[config.mk]
export PLATFORM = sky130hd
export DESIGN_NAME = uart_rx_ctrl
export DESIGN_NICKNAME = d
export VERILOG_FILES = /design/src/rtl/uart_rx_ctrl.sv
export SDC_FILE = /design/constraint.sdc
export NUM_CORES = 1
export LEC_CHECK = 0
export CORE_MARGIN = 8
export CORE_UTILIZATION = 56
export CTS_CLUSTER_SIZE = 12
export DETAILED_ROUTE_END_ITERATION = 10
export HOLD_SLACK_MARGIN = 0.12
export PLACE_DENSITY_LB_ADDON = 0.25
export RECOVER_POWER = 50
export REMOVE_ABC_BUFFERS = 1
export SYNTH_ARGS = -nofsm -noshare
export SYNTH_HDL_FRONTEND = slang
export SYNTH_SLANG_ARGS = --single-unit
[constraint.sdc]
create_clock -name CLK -period 7.6 [get_ports CLK]
set_input_delay 1.9 -clock CLK [delete_from_list [all_inputs] [get_ports CLK]]
set_output_delay 1.9 -clock CLK [all_outputs]
set_load 0.01 [all_outputs]
[src/rtl/uart_rx_ctrl.sv]
// UART receiver frame controller: start-bit detect, edge/bit counting, LSB-first
// deserialisation, parity and stop checking, one-cycle valid strobe.
`timescale 1ns/1ps
module uart_rx_ctrl #(
    parameter int unsigned DATA_WIDTH = 8,
    parameter int unsigned PRESCALE_W = 6
) (
    input  logic                  CLK,
    input  logic                  RST,
    input  logic                  RX_IN,
    input  logic [PRESCALE_W-1:0] prescale,
    input  logic                  PAR_EN,
    input  logic                  PAR_TYP,
    input  logic                  sample_bit,
    output logic                  data_samp_en,
    output logic [PRESCALE_W-1:0] edge_cnt,
    output logic [3:0]            bit_cnt,
    output logic [DATA_WIDTH-1:0] P_DATA,
    output logic                  data_valid,
    output logic                  par_err,
    output logic                  stp_err
);
    localparam int unsigned BIT_CNT_W = 4;

    typedef enum logic [2:0] {
        ST_IDLE,
        ST_START,
        ST_DATA,
        ST_PARITY,
        ST_STOP
    } state_e;

    state_e                state_q, state_d;
    logic [PRESCALE_W-1:0] presc_q, presc_d;
    logic [PRESCALE_W-1:0] edge_q, edge_d;
    logic [BIT_CNT_W-1:0]  bit_q, bit_d;
    logic [DATA_WIDTH-1:0] data_q, data_d;
    logic                  valid_q, valid_d;
    logic                  par_err_q, par_err_d;
    logic                  stp_err_q, stp_err_d;
    logic                  samp_en_q, samp_en_d;
    logic                  par_en_q, par_en_d;
    logic                  par_typ_q, par_typ_d;
    logic                  bit_end_c;
    logic [PRESCALE_W-1:0] presc_legal_c;

    // Unsupported oversampling ratios fall back to 8
    always_comb begin
        presc_legal_c = PRESCALE_W'(8);
        if (prescale == PRESCALE_W'(16) || prescale == PRESCALE_W'(32)) begin
            presc_legal_c = prescale;
        end
    end

    assign bit_end_c = (edge_q == presc_q - PRESCALE_W'(1));

    always_ff @(posedge CLK or negedge RST) begin
        if (!RST) begin
            state_q   <= ST_IDLE;
            presc_q   <= PRESCALE_W'(8);
            edge_q    <= '0;
            bit_q     <= '0;
            data_q    <= '0;
            valid_q   <= 1'b0;
            par_err_q <= 1'b0;
            stp_err_q <= 1'b0;
            samp_en_q <= 1'b0;
            par_en_q  <= 1'b0;
            par_typ_q <= 1'b0;
        end else begin
            state_q   <= state_d;
            presc_q   <= presc_d;
            edge_q    <= edge_d;
            bit_q     <= bit_d;
            data_q    <= data_d;
            valid_q   <= valid_d;
            par_err_q <= par_err_d;
            stp_err_q <= stp_err_d;
            samp_en_q <= samp_en_d;
            par_en_q  <= par_en_d;
            par_typ_q <= par_typ_d;
        end
    end

    always_comb begin
        state_d   = state_q;
        presc_d   = presc_q;
        edge_d    = edge_q;
        bit_d     = bit_q;
        data_d    = data_q;
        valid_d   = 1'b0;
        par_err_d = par_err_q;
        stp_err_d = stp_err_q;
        par_en_d  = par_en_q;
        par_typ_d = par_typ_q;

        if (state_q != ST_IDLE) begin
            edge_d = bit_end_c ? '0 : edge_q + PRESCALE_W'(1);
            if (bit_end_c) begin
                bit_d = bit_q + BIT_CNT_W'(1);
            end
        end

        case (state_q)
            ST_IDLE: begin
                if (!RX_IN) begin
                    state_d   = ST_START;
                    presc_d   = presc_legal_c;
                    edge_d    = '0;
                    bit_d     = '0;
                    par_err_d = 1'b0;
                    stp_err_d = 1'b0;
                end
            end
            ST_START: begin
                if (bit_end_c) begin
                    if (sample_bit) begin
                        state_d = ST_IDLE;
                        bit_d   = '0;
                    end else begin
                        state_d   = ST_DATA;
                        par_en_d  = PAR_EN;
                        par_typ_d = PAR_TYP;
                    end
                end
            end
            ST_DATA: begin
                if (bit_end_c) begin
                    data_d = {sample_bit, data_q[DATA_WIDTH-1:1]};
                    if (bit_q == BIT_CNT_W'(DATA_WIDTH)) begin
                        state_d = par_en_q ? ST_PARITY : ST_STOP;
                    end
                end
            end
            ST_PARITY: begin
                if (bit_end_c) begin
                    par_err_d = (sample_bit != ((^data_q) ^ par_typ_q));
                    state_d   = ST_STOP;
                end
            end
            ST_STOP: begin
                if (bit_end_c) begin
                    stp_err_d = ~sample_bit;
                    valid_d   = sample_bit & ~par_err_q;
                    // Line already low at stop end: next frame starts without idle
                    if (!RX_IN) begin
                        state_d   = ST_START;
                        presc_d   = presc_legal_c;
                        bit_d     = '0;
                        par_err_d = 1'b0;
                        stp_err_d = 1'b0;
                    end else begin
                        state_d = ST_IDLE;
                        bit_d   = '0;
                    end
                end
            end
            default: begin
                state_d = ST_IDLE;
            end
        endcase

        samp_en_d = (state_d != ST_IDLE);
    end

    assign data_samp_en = samp_en_q;
    assign edge_cnt     = edge_q;
    assign bit_cnt      = bit_q;
    assign P_DATA       = data_q;
    assign data_valid   = valid_q;
    assign par_err      = par_err_q;
    assign stp_err      = stp_err_q;

endmodule

==> results of run 1 <==
[flip-flops by register name (all words and copies together), names as in the netlist]
name and count:
edge_cnt 6, par_en_q 1, bit_cnt 4, data_samp_en 1, data_valid 1, stp_err 1
presc_q 6, par_err 1, P_DATA 8, state_q 3, par_typ_q 1
[worst max path at each step]
stage / start / end / slack (ns) / depth (start not counted)
finish: presc_q[2]$_DFFE_PN0P_ / P_DATA[7]$_DFFE_PN0P_ / 3.15 / 6
global route: presc_q[2]$_DFFE_PN0P_ / P_DATA[7]$_DFFE_PN0P_ / 2.90 / 6
CTS: RX_IN / bit_cnt[2]$_DFF_PN0_ / 4.26 / 6
detailed placement: RX_IN / bit_cnt[2]$_DFF_PN0_ / 3.89 / 6
global placement: RX_IN / bit_cnt[2]$_DFF_PN0_ / 3.96 / 5
floorplan: RX_IN / bit_cnt[2]$_DFF_PN0_ / 4.68 / 5
[metal layers]
layer  routed length [um]  vias up  share of wire  global-route usage
met4                   74        0          0.018              0.0609
met2                 2210       50           0.53               0.280
met1                 1700      779           0.41               0.173
li1                     -      745              -                   -
met5                    0        -              0                   0
met3                  197        9          0.047              0.0453
[power by group through the flow]
stage	sequential, uW	clock, uW	combinational, uW
finish	281	95.8	306
global route	288	108	340
CTS	280	100	320
floorplan	281	0	196
global placement	280	0	310
detailed placement	283	0	319
[cells in the mapped netlist, drive strengths merged, types with 2 or more instances]
master   instances  share of area
nor4             5          0.024
nor2            11          0.021
clkbuf           5         0.0097
a21oi            5          0.013
xnor2           16          0.073
mux2            12          0.074
and2             5          0.016
o21ai           12          0.031
a31oi            5          0.016
nand3            5          0.013
ha               5          0.032
dfrtp           32           0.42
or3              6          0.022
nor3             2         0.0052
a211o            3          0.018
a22oi            2         0.0078
nand4            3         0.0097
inv             12          0.023
nor2b            2         0.0065
buf              2         0.0084
or4              5          0.019
nand2           13          0.029
xor2             3          0.014
a2111oi          3          0.023
[logic make-up after synthesis]
family / count (synthesis) / synth area share
adder cells (fa/ha/maj): 5 / 0.0324
buffers and inverters: 19 / 0.0415
AO/OA/AOI/OAI: 39 / 0.149
multiplexers: 13 / 0.0792
XOR/XNOR: 19 / 0.0863
flip-flops: 33 / 0.429
AND/OR/NAND/NOR: 61 / 0.182
[through the flow]
stage                     instance area [um^2]  total power [uW]  hold slack (ns)
final                                     2310               682            0.497
after global routing                      2310               735            0.527
after CTS                                 2340               701            0.502
after detailed placement                  2290               602            0.475
after global placement                    2290               590            0.488
after floorplan                           1890               478            0.472
[worst max-delay path, cell delays in order (launching register included)]
cell       delay, ns
dfrtp_1         0.44
or4_1           0.55
or3_2           0.43
a2111oi_0       1.56
nand2_4         0.42
nor4_4          0.53
mux2_2          0.40
[final cells by class]
| class | count | area [um^2] | area share |
|---|---|---|---|
| inverters | 12 | 45.0 | 0.0195 |
| well taps | 46 | 57.6 | 0.0249 |
| clock inverters | 3 | 17.5 | 0.00759 |
| multi-input cells | 137 | 990 | 0.429 |
| repair buffers | 34 | 334 | 0.145 |
| flip-flops and latches | 33 | 827 | 0.358 |
| clock buffers | 5 | 37.5 | 0.0163 |
==> metrics.txt, run 1 <==
setup bufs post-CTS=0; Async SR Flop Fraction=1.00; Yosys cell types=46; setup TNS=0 ns; clk root buf=clkbuf_4; post-route ant nets=0; EDFF count, synth=0; worst hold endpoint=data_valid$_DFF_PN0_; core area=about 0.0033 mm^2; clock buffer depth=2; final-report hold violation count=0; worst slew pin tran=around 1.9 ns; Crit Reg-Reg Startpoint=presc_q[2]$_DFFE_PN0P_; CP startpoint kind=register; post-placement cell count=262; Sw Share=0.419; setup ws final=3.15 ns; Place WS=approximately 3.9 ns; Primary FF master, synth=dfrtp_1; Clk Latency, worst-skew pair=around 0.34 ns; CTS Hold Bufs=0; # clock sinks=33; first-pass GRT wire length=between 6000 and 7000 um; CP endpoint kind=register; Worst Hold Path Cells=1; diode count=0; hold_sp=par_err$_DFFE_PN0P_; DR pass1 iterations=5; RePlAce Congestion=0.882; clk_skew=approximately 0.0074 ns; Iteration-0 DRC Markers=74; combinational share of power=0.448; average routed wire per standard cell=15.5 um; Tcrit/Tclk final=0.586; Die Y-Extent=between 70 and 80 um; Filler Cell Count=274; nets=240; worst vdd ir=193 uV; vias in the first global route=1525; pwr dens=296 mW/mm^2; share of layout cells above drive strength 1=0.112; fmax=224 MHz; via/cell ratio=5.86; Leakage=0.000969 uW; outcome=finished with violations; GRT Util Overall=0.158; RSZ-0062 raised after global routing=no; clock slew at reported path FFs=around 0.11 ns; Row Count=21; io pins=34; max_cap viols=2; Arr. time, crit path=4.68 ns; relative slew slack=-0.284; # port buffers=33; Seq/Total Area, Yosys=0.429; area of the die=approximately 0.0056 mm^2; Sequential Power Share=0.411; worst-path fanout max=27; Final HPWL DP=3100 um; failing checks=max-capacitance violations, max-slew violations; CTS H-tree lvls=2; FF-to-FF End=P_DATA[7]$_DFFE_PN0P_; P_sw=286 uW; Synth warnings=0; clock power share=0.140; Yosys reg bits=33; final count of negative-setup-slack endpoints=0; WP data required=7.83 ns; CTS tree=done; Mapped Avg Cell Area=10.2 um^2; Worst Hold Class=register to register; PostCTS Resize Cnt=0; grt ovf=0; DRT Wirelength=4190 um; DRC Markers=0; Syn-to-layout area delta=19.7%; final core utilization=0.697; initial antenna violation count=0; die width=~75 um; most frequent cells in the layout=dfrtp_1 (32), clkdlybuf4s50_1 (32), xnor2_1 (16); R2R cell count=6; Int Pwr=396 uW; TritonCTS Buffers=5; Worst R2R Setup Slack=~3.1 ns; largest net degree at the start of global routing=34; Initial Util=0.582; Slew Limit Fails=between 40 and 50; crit path kind=register to register; final critical delay including setup and external delays=4.45 ns; non-filler cells, final=270; Syn Std Cell Area=0.00193 mm^2; post-synthesis cell count=189; total number of vias=1583
Power figures use the tool's default switching activity.
==> run 2: changes to the inputs <==
Settings changed: CORE_UTILIZATION 56 to 47.
Clock period 7.6 ns to 3.84 ns, I/O delays scaled along.
==> run 2 against run 1 <==
Net effect:
- the flow still finishes with violations (max-capacitance violations, max-slew violations)
- hold slack better by 0.014 ns
- non-clock buffer count unchanged
- sequential power up 98%
- critical path depth unchanged
- cell area up 2.7%
- total power up 110%
- sequential share of layout area down 0.93 points
- first-iteration DRC count up 110%
- sequential cell count unchanged
- fmax up 42%
- critical path type unchanged
- largest cell class unchanged
- highest routed layer unchanged
==> metrics.txt, run 2 (synthesized netlist as in run 1, its figures left out) <==
first-pass GRT wire length=7090 um (was 6800 um); FF-to-FF End=P_DATA[1]$_DFFE_PN0P_ (was P_DATA[7]$_DFFE_PN0P_); io pins=34 (unchanged); Place WS=0.703 ns (was 3.89 ns); CP endpoint kind=register (unchanged); RePlAce Congestion=0.876 (was 0.882); worst-path fanout max=27 (unchanged); Slew Limit Fails=34 (was 41); largest net degree at the start of global routing=34 (unchanged); die width=80.1 um (was 74.7 um); Worst R2R Setup Slack=0.70 ns (was 3.15 ns); clock buffer depth=2 (unchanged); CP max stage delay=0.55 ns (was 1.56 ns); final critical delay including setup and external delays=3.14 ns (was 4.45 ns); most frequent cells in the layout=dfrtp_1 (32), clkdlybuf4s50_1 (21), xnor2_1 (16) (was dfrtp_1 (32), clkdlybuf4s50_1 (32), xnor2_1 (16)); max_cap viols=1 (was 2); Final HPWL DP=2980 um (was 3100 um); Crit Reg-Reg Startpoint=presc_q[2]$_DFFE_PN0P_ (unchanged); met1 usage=0.173 (about the same); final core utilization=0.597 (was 0.697); Arr. time, crit path=3.30 ns (was 4.68 ns); DR pass1 iterations=4 (was 5); grt ovf=0 (unchanged); hold_sp=par_err$_DFFE_PN0P_ (unchanged); fmax=318 MHz (was 224 MHz); Most Crowded Layer GR=met2 (unchanged); Worst Hold Class=register to register (unchanged); Tcrit/Tclk final=0.819 (was 0.586); vias in the first global route=1552 (was 1525); WP data required=4.00 ns (was 7.83 ns); DRC Markers=0 (unchanged); GRT Util Overall=0.136 (was 0.158); R2R cell count=6 (unchanged); core area=0.00397 mm^2 (was 0.00331 mm^2); Iteration-0 DRC Markers=155 (was 74); total power=1410 uW (was 682 uW); failing checks=max-capacitance violations, max-slew violations (unchanged); outcome=finished with violations (unchanged); pwr dens=597 mW/mm^2 (was 296 mW/mm^2); Worst Hold Path Cells=1 (unchanged); diode count=0 (unchanged); total number of vias=1520 (was 1583); # port buffers=33 (unchanged); # clock sinks=33 (unchanged); worst vdd ir=280 uV (was 193 uV); clk root buf=clkbuf_8 (was clkbuf_4); CP max stage cell=a2111oi_4 (was a2111oi_0); average routed wire per standard cell=14.8 um (was 15.5 um); Filler Cell Count=354 (was 274); clk_skew=0.00425 ns (was 0.00740 ns); Leakage=0.00101 uW (was 0.000969 uW); share of layout cells above drive strength 1=0.107 (was 0.112); Fin Hold WS=0.512 ns (was 0.497 ns); Row Count=23 (was 21); Syn-to-layout area delta=22.9% (was 19.7%); via/cell ratio=5.55 (was 5.86); clock slew at reported path FFs=0.06 ns (was 0.11 ns); Initial Util=0.486 (was 0.582); GR Util met3=0.0379 (was 0.0453); PostCTS Resize Cnt=0 (unchanged); setup ws final=0.696 ns (was 3.15 ns); area of the die=0.00641 mm^2 (was 0.00558 mm^2); GR Util met2=0.216 (was 0.280); CTS Hold Bufs=0 (unchanged); CTS H-tree lvls=2 (unchanged); max reg flops=8 (unchanged); final-report hold violation count=0 (unchanged); initial antenna violation count=0 (unchanged); setup bufs post-CTS=0 (unchanged); Die Y-Extent=80.1 um (was 74.7 um); commonest non-fill, non-tap cell in the layout=dfrtp_1; DRT Wirelength=4060 um (was 4190 um); final count of negative-setup-slack endpoints=0 (unchanged); WP buf/inv=0 (unchanged); Clk Latency, worst-skew pair=0.28 ns (was 0.34 ns); worst slew pin tran=1.68 ns (was 1.88 ns); relative slew slack=-0.120 (was -0.284); post-route ant nets=0 (unchanged); RSZ-0062 raised after global routing=no (unchanged); worst hold endpoint=data_valid$_DFF_PN0_ (unchanged); CTS tree=done (unchanged); nets=240 (unchanged); crit path kind=register to register (unchanged); Largest delay share family, worst path=simple AND/OR/NAND/NOR gates (unchanged); setup TNS=0 ns (unchanged); TritonCTS Buffers=5 (unchanged); CP startpoint kind=register (unchanged); critical-path cell list=or4_1 -> or3_4 -> a2111oi_4 -> nand2_4 -> nor4_4 -> mux2_2 (was or4_1 -> or3_2 -> a2111oi_0 -> nand2_4 -> nor4_4 -> mux2_2)
run 2: changes by cell type in the layout (fill, tap and decap cells not counted), sizes merged:
cell,change
clkinv,-2
clkbuf,+3
clkinvlp,-1
dlygate4sd3,+11
clkdlybuf4s50,-11
run 2: area by class of cell:
class / count / area, um^2 / area share
Multi-Input combinational cell: 137 / 1020 / 0.431
Clock buffer: 8 / 80.1 / 0.0338
Inverter: 12 / 45.0 / 0.0190
Sequential cell: 33 / 827 / 0.349
Timing Repair Buffer: 34 / 334 / 0.141
Tap cell: 50 / 62.6 / 0.0264
run 2: worst max-delay path by stage:
| stage | startpoint | to | slack (ns) | cells after the start |
|---|---|---|---|---|
| floorplan | presc_q[2]$_DFFE_PN0P_ | P_DATA[7]$_DFFE_PN0P_ | 0.96 | 6 |
| global placement | presc_q[2]$_DFFE_PN0P_ | P_DATA[6]$_DFFE_PN0P_ | 0.76 | 6 |
| detailed placement | presc_q[2]$_DFFE_PN0P_ | P_DATA[7]$_DFFE_PN0P_ | 0.70 | 6 |
| CTS | presc_q[2]$_DFFE_PN0P_ | P_DATA[0]$_DFFE_PN0P_ | 0.69 | 6 |
| global route | presc_q[2]$_DFFE_PN0P_ | P_DATA[0]$_DFFE_PN0P_ | 0.50 | 6 |
| finish | presc_q[2]$_DFFE_PN0P_ | P_DATA[1]$_DFFE_PN0P_ | 0.70 | 6 |
run 2: where the power goes:
group / switching, uW / total, uW / leakage, uW / internal (uW)
sequential: 122 / 556 / 0.000429 / 434
combinational: 329 / 615 / 0.000541 / 286
clock: 114 / 242 / 0.0000395 / 129
run 2: layer usage:
layer | share of wire | vias up
met4 | 0.014 | 0
met2 | 0.45 | 45
met1 | 0.47 | 712
met5 | 0 | -
met3 | 0.071 | 8
li1 | - | 755
run 2: per-stage QoR:
| step | instances | instance area, um^2 |
|---|---|---|
| final | 274 | 2370 |
| after global routing | 274 | 2370 |
| after CTS | 274 | 2370 |
| after detailed placement | 266 | 2290 |
| after global placement | 266 | 2290 |
| after floorplan | 182 | 1890 |
==> run 3: changes to the inputs <==
Settings changed: CORE_UTILIZATION 47 to 52.
Clock period 3.84 ns to 2.95 ns, I/O delays scaled along.
==> run 3 against run 2 <==
Net effect:
- the run still ends with max-capacitance violations, max-slew violations left
- utilization grew 9.7 points
- first-iteration DRC count shrank 45%
- register-to-register slack lost 0.55 ns
- final cell count grew 2.9%
- total power grew 49%
- sequential power grew 30%
- count of clock-buffer cells in the layout shrank 3
- sequential share of layout area shrank 1.8 points
- cell area grew 5.6%
- critical endpoint is now par_err$_DFFE_PN0P_
- largest cell class unchanged
==> metrics.txt, run 3 (synthesized netlist as in run 1, its figures left out) <==
Iteration-0 DRC Markers=86 (was 155); clock buffer depth=2 (unchanged); initial antenna violation count=0 (unchanged); Largest delay share family, worst path=simple AND/OR/NAND/NOR gates (unchanged); Die Y-Extent=76.9 um (was 80.1 um); Leakage=0.00109 uW (was 0.00101 uW); vias in the first global route=1621 (was 1552); GR Util met2=0.250 (was 0.216); met1 usage=0.170 (was 0.173); Worst R2R Setup Slack=0.15 ns (was 0.70 ns); Row Count=22 (was 23); # clock sinks=33 (unchanged); clk root buf=clkbuf_8 (unchanged); clk_skew=0.00428 ns (was 0.00425 ns); worst hold endpoint=data_valid$_DFF_PN0_ (unchanged); nets=250 (was 240); pwr dens=839 mW/mm^2 (was 597 mW/mm^2); GRT Util Overall=0.152 (was 0.136); core area=0.00361 mm^2 (was 0.00397 mm^2); DR pass1 iterations=4 (unchanged); Tcrit/Tclk final=0.949 (was 0.819); fmax=357 MHz (was 318 MHz); critical-path cell list=or4_1 -> or3_4 -> a2111oi_4 -> nand2_4 -> buf_4 -> or3_1 -> a31o_2 (was or4_1 -> or3_4 -> a2111oi_4 -> nand2_4 -> nor4_4 -> mux2_2); total number of vias=1575 (was 1520); most frequent cells in the layout=dfrtp_1 (32), clkdlybuf4s50_1 (21), xnor2_1 (16) (unchanged); WP data required=3.13 ns (was 4.00 ns); share of layout cells above drive strength 1=0.162 (was 0.107); first-pass GRT wire length=7430 um (was 7090 um); max_cap viols=1 (unchanged); failing checks=max-capacitance violations, max-slew violations (unchanged); commonest non-fill, non-tap cell in the layout=dfrtp_1 (unchanged); CP startpoint kind=register (unchanged); Initial Util=0.535 (was 0.486); die width=76.9 um (was 80.1 um); final-report hold violation count=0 (unchanged); final critical delay including setup and external delays=2.80 ns (was 3.14 ns); CP max stage cell=or4_1 (was a2111oi_4); GR Util met3=0.0653 (was 0.0379); Clk Latency, worst-skew pair=0.29 ns (was 0.28 ns); Fin Hold WS=0.498 ns (was 0.512 ns); CTS H-tree lvls=2 (unchanged); average routed wire per standard cell=15.5 um (was 14.8 um); Final HPWL DP=3310 um (was 2980 um); TritonCTS Buffers=5 (unchanged); via/cell ratio=5.59 (was 5.55); largest net degree at the start of global routing=34 (unchanged); Syn-to-layout area delta=29.8% (was 22.9%); Slew Limit Fails=34 (unchanged); # port buffers=33 (unchanged); final count of negative-setup-slack endpoints=0 (unchanged); Worst Hold Path Cells=1 (unchanged); FF-to-FF End=par_err$_DFFE_PN0P_ (was P_DATA[1]$_DFFE_PN0P_); DRT Wirelength=4370 um (was 4060 um); CP max stage delay=0.53 ns (was 0.55 ns); RSZ-0062 raised after global routing=no (unchanged); grt ovf=0 (unchanged); diode count=0 (unchanged); worst vdd ir=446 uV (was 280 uV); max reg flops=8 (unchanged); DRC Markers=0 (unchanged); clock slew at reported path FFs=0.07 ns (was 0.06 ns); worst-path fanout max=9 (was 27); post-route ant nets=0 (unchanged); area of the die=0.00591 mm^2 (was 0.00641 mm^2); crit path kind=register to register (unchanged); Arr. time, crit path=2.98 ns (was 3.30 ns); setup TNS=0 ns (unchanged); relative slew slack=-0.160 (was -0.120); WP buf/inv=1 (was 0); R2R cell count=7 (was 6); worst slew pin tran=1.74 ns (was 1.68 ns); Crit Reg-Reg Startpoint=presc_q[1]$_DFFE_PN0P_ (was presc_q[2]$_DFFE_PN0P_); outcome=finished with violations (unchanged); RePlAce Congestion=0.846 (was 0.876); CTS tree=done (unchanged); io pins=34 (unchanged); CP endpoint kind=register (unchanged); Most Crowded Layer GR=met2 (unchanged); Worst Hold Class=register to register (unchanged); hold_sp=par_err$_DFFE_PN0P_ (unchanged); Filler Cell Count=299 (was 354); CTS Hold Bufs=0 (unchanged)
==> run 3: timing repair <==
action	in CTS	in global routing
setup endpoints to repair	0	3
gates resized for setup	0	1
setup buffers	0	3
==> run 3: worst max path at each step <==
stage	to	slack, ns	startpoint	cells after the start
finish	par_err$_DFFE_PN0P_	0.15	presc_q[1]$_DFFE_PN0P_	7
global route	bit_cnt[0]$_DFF_PN0_	0.05	presc_q[0]$_DFFE_PN0P_	9
detailed placement	par_typ_q$_DFFE_PN0P_	0.09	presc_q[1]$_DFFE_PN0P_	6
CTS	par_typ_q$_DFFE_PN0P_	0.08	presc_q[1]$_DFFE_PN0P_	6
global placement	par_typ_q$_DFFE_PN0P_	0.17	presc_q[1]$_DFFE_PN0P_	6
floorplan	P_DATA[7]$_DFFE_PN0P_	0.07	presc_q[2]$_DFFE_PN0P_	6
==> run 3: final cells by class <==
| type | instances | area [um^2] | area share |
|---|---|---|---|
| Tap cell | 48 | 60.1 | 0.0240 |
| Multi-Input combinational cell | 137 | 1030 | 0.411 |
| Timing Repair Buffer | 44 | 409 | 0.163 |
| Sequential cell | 33 | 827 | 0.330 |
| Inverter | 12 | 45.0 | 0.0180 |
| Clock inverter | 3 | 65.1 | 0.0260 |
| Clock buffer | 5 | 68.8 | 0.0275 |
==> run 3: power by group <==
group | internal (uW) | switching, uW
combinational | 418 | 450
sequential | 565 | 157
clock | 336 | 174
total | 1320 | 781
==> run 3: through the flow <==
stage	instances	total power [uW]	area, um^2	utilization	worst slack, ns
after floorplan	182	1230	1890	-	0.0718
after global placement	271	1550	2340	0.650	0.174
after detailed placement	271	1590	2340	0.650	0.0929
after CTS	279	2110	2480	0.687	0.0803
after global routing	282	2250	2500	0.694	0.0453
final	282	2100	2500	0.694	0.151
==> run 3: metal layers <==
layer / part of all wire / routed length (um) / vias to the layer above
li1: - / - / 765
met1: 0.42 / 1860 / 753
met2: 0.49 / 2140 / 52
met3: 0.073 / 320 / 5
met4: 0.012 / 52 / 0
met5: 0 / 0 / -
==> variant: new RTL, config.mk and constraints of run 3 <==
Reset style: synchronous (`RST`), changed in one clocked block.
--- a/src/rtl/uart_rx_ctrl.sv
+++ b/src/rtl/uart_rx_ctrl.sv
@@ -55,5 +55,5 @@
     assign bit_end_c = (edge_q == presc_q - PRESCALE_W'(1));
 
-    always_ff @(posedge CLK or negedge RST) begin
+    always_ff @(posedge CLK) begin
         if (!RST) begin
             state_q   <= ST_IDLE;
Check against the original RTL: differs if RST is asserted again (counterexample within 4 cycles, from zero or initial values and one cycle with RST low); with RST held inactive, the same outputs for 10 cycles.
==> variant against run 3 <==
- synthesized cell count up 12%
- setup slack better by 160 ps
- sequential cell count unchanged
- clock skew up 4.0 ps
- synthesized area down 5.8%
- maximum frequency up 5.9%
- wire length down 7.5%
- final area down 9.7%
Power is not compared: it rests on default switching activity, and its combinational part moved more than twofold at a synthesized area within 25%.
==> variant: results (changes against run 3) <==
Route
  • Wire length per cell: 13.6 um (-12%)
  • Routed vias/inst: 5.47 (-2.0%)
  • Detailed-router iteration count before antenna repair: 4 (unchanged)
  • 1st-iter DRT viols: 120 (+40%)
  • Final WL: 4050 um (-7.5%)

Pwr
  • Internal power: 577 uW
  • Leakage: between 0.9 and 1 nW
  • Peak supply drop: approximately 0.24 mV

CTS
  • Clock Pin Slew Worst Setup and Hold Paths: 110 ps (+40 ps)
  • CTS resizes: 0 (unchanged)
  • Clk_lat worst skew: 340 ps (+50 ps)
  • CTS Buf Count: 5 (unchanged)
  • Max H-tree Level: 2 (unchanged)
  • Post-CTS setup buffer count: 0 (unchanged)
  • Clk Tree Root Cell: clkbuf_4
  • Clock Tree Buf Depth: 2 (unchanged)

Yosys
  • Seq/Total Area, Yosys: 36.4% (-6.5 points)
  • Count of cell types in the netlist: 50 (+8.7%)
  • Ys async rst share: 0% (-100 points)
  • Syn_area_per_cell: 8.56 um^2 (-16%)
  • Ys Warns: 0 (unchanged)
  • Commonest cells in the netlist: dfxtp_1 (33), nor2_1 (29), nand2_1 (20)
  • Dominant cells by area after synthesis: dfxtp_1 (36%), mux2i_1 (6.6%), nor2_1 (6.0%)

Setup path
  • Arrival @ worst endpoint: 2890 ps (-90 ps)
  • Max incr delay on CP: between 500 and 600 ps
  • Crit-path slowest cell: or4_1
  • Crit Path Max Fanout: 6 (-3)

GRT
  • Total track usage: 16.5% (+1.3 points)
  • First-pass GRT wire length: 7200 um (-3.2%)
  • Initial antenna violation count: 0 (unchanged)
  • Largest net degree at the start of global routing: 16 (-53%)

STA
  • Slew @ Worst Pin: 550 ps (-1190 ps)
  • Clock Skew: 8.26 ps (+3.97 ps)
  • Setup violations, final: 0 (unchanged)

Placement
  • Final Wtd Congestion: 0.901 (+6.5%)
  • HPWL after DPL: 3070 um (-7.2%)
  • Placed instance area: 2210 um^2 (-5.8%)
  • Placed cells: 289 (+6.6%)
  • Setup WS pre-CTS: 346 ps (+253 ps)
  • Port bufs: 33 (unchanged)

Cells and area
  • Antenna diodes: 0 (unchanged)
  • Layout Nets: 267 (+6.8%)
  • Max FFs per register: 8 (unchanged)
  • Share of cells above drive strength 1: 9.96% (-6.3 points)

Min path
  • Type of the tightest min-delay check: reg2reg

Status
  • Status: finished, final reports clean
[variant: power by group through the flow]
| stage | logic, mW | clock network (mW) | registers, mW |
|---|---|---|---|
| 6_report | 0.0774 | 0.255 | 0.456 |
| 5_1_grt | 0.0859 | 0.286 | 0.457 |
| 4_1_cts | 0.0788 | 0.260 | 0.456 |
| 3_5_place_dp | 0.0786 | 0 | 0.466 |
| 3_3_place_gp | 0.0783 | 0 | 0.466 |
| 2_1_floorplan | 0.0390 | 0 | 0.467 |
[variant: cell families (layout without fill, tap and decap cells)]
group / after synthesis / after routing / share of synthesized area [%]
and+or+nand+nor: 84 / 84 / 23.2
AOI/OAI and AO/OA: 39 / 39 / 15.6
DFF: 33 / 33 / 36.4
xor gates and xnor gates: 20 / 20 / 9.65
buffers and inverters: 18 / 57 / 4.27
muxes: 13 / 13 / 7.44
adders and majority gates: 5 / 5 / 3.45
[variant: layout make-up]
cell class	count	area [um^2]
Clock buffer	5	37.5
Clock inverter	3	17.5
Fill cell	302	1080
Inverter	11	43.8
Multi-Input combinational cell	161	1080
Sequential cell	33	661
Tap cell	46	57.6
Timing Repair Buffer	38	364
[variant: worst max-delay path: cells and delay by family (launching register included)]
kind            cells  cell delay (ps)
simple gates        3             1230
compound gates      2              400
buf+inv             1              240
flops               1              360
mux                 1              330
[variant: routing by layer]
layer  wire, um  up-vias  global-route usage [%]
li1           -      821                       -
met1       1800      732                    19.6
met2       1820       62                    26.3
met3        340       10                    4.79
met4         84        0                    8.70
met5          0        -                       0
[variant: final timing paths]
kind	startpoint	to	slack, ps	depth (start not counted)
setup reg to reg	presc_q[0]	presc_q[3]	310	7
setup / recovery	presc_q[0]	presc_q[3]	310	7
hold / removal	presc_q[1]	presc_q[1]	480	2
hold reg to reg	presc_q[1]	presc_q[1]	480	2
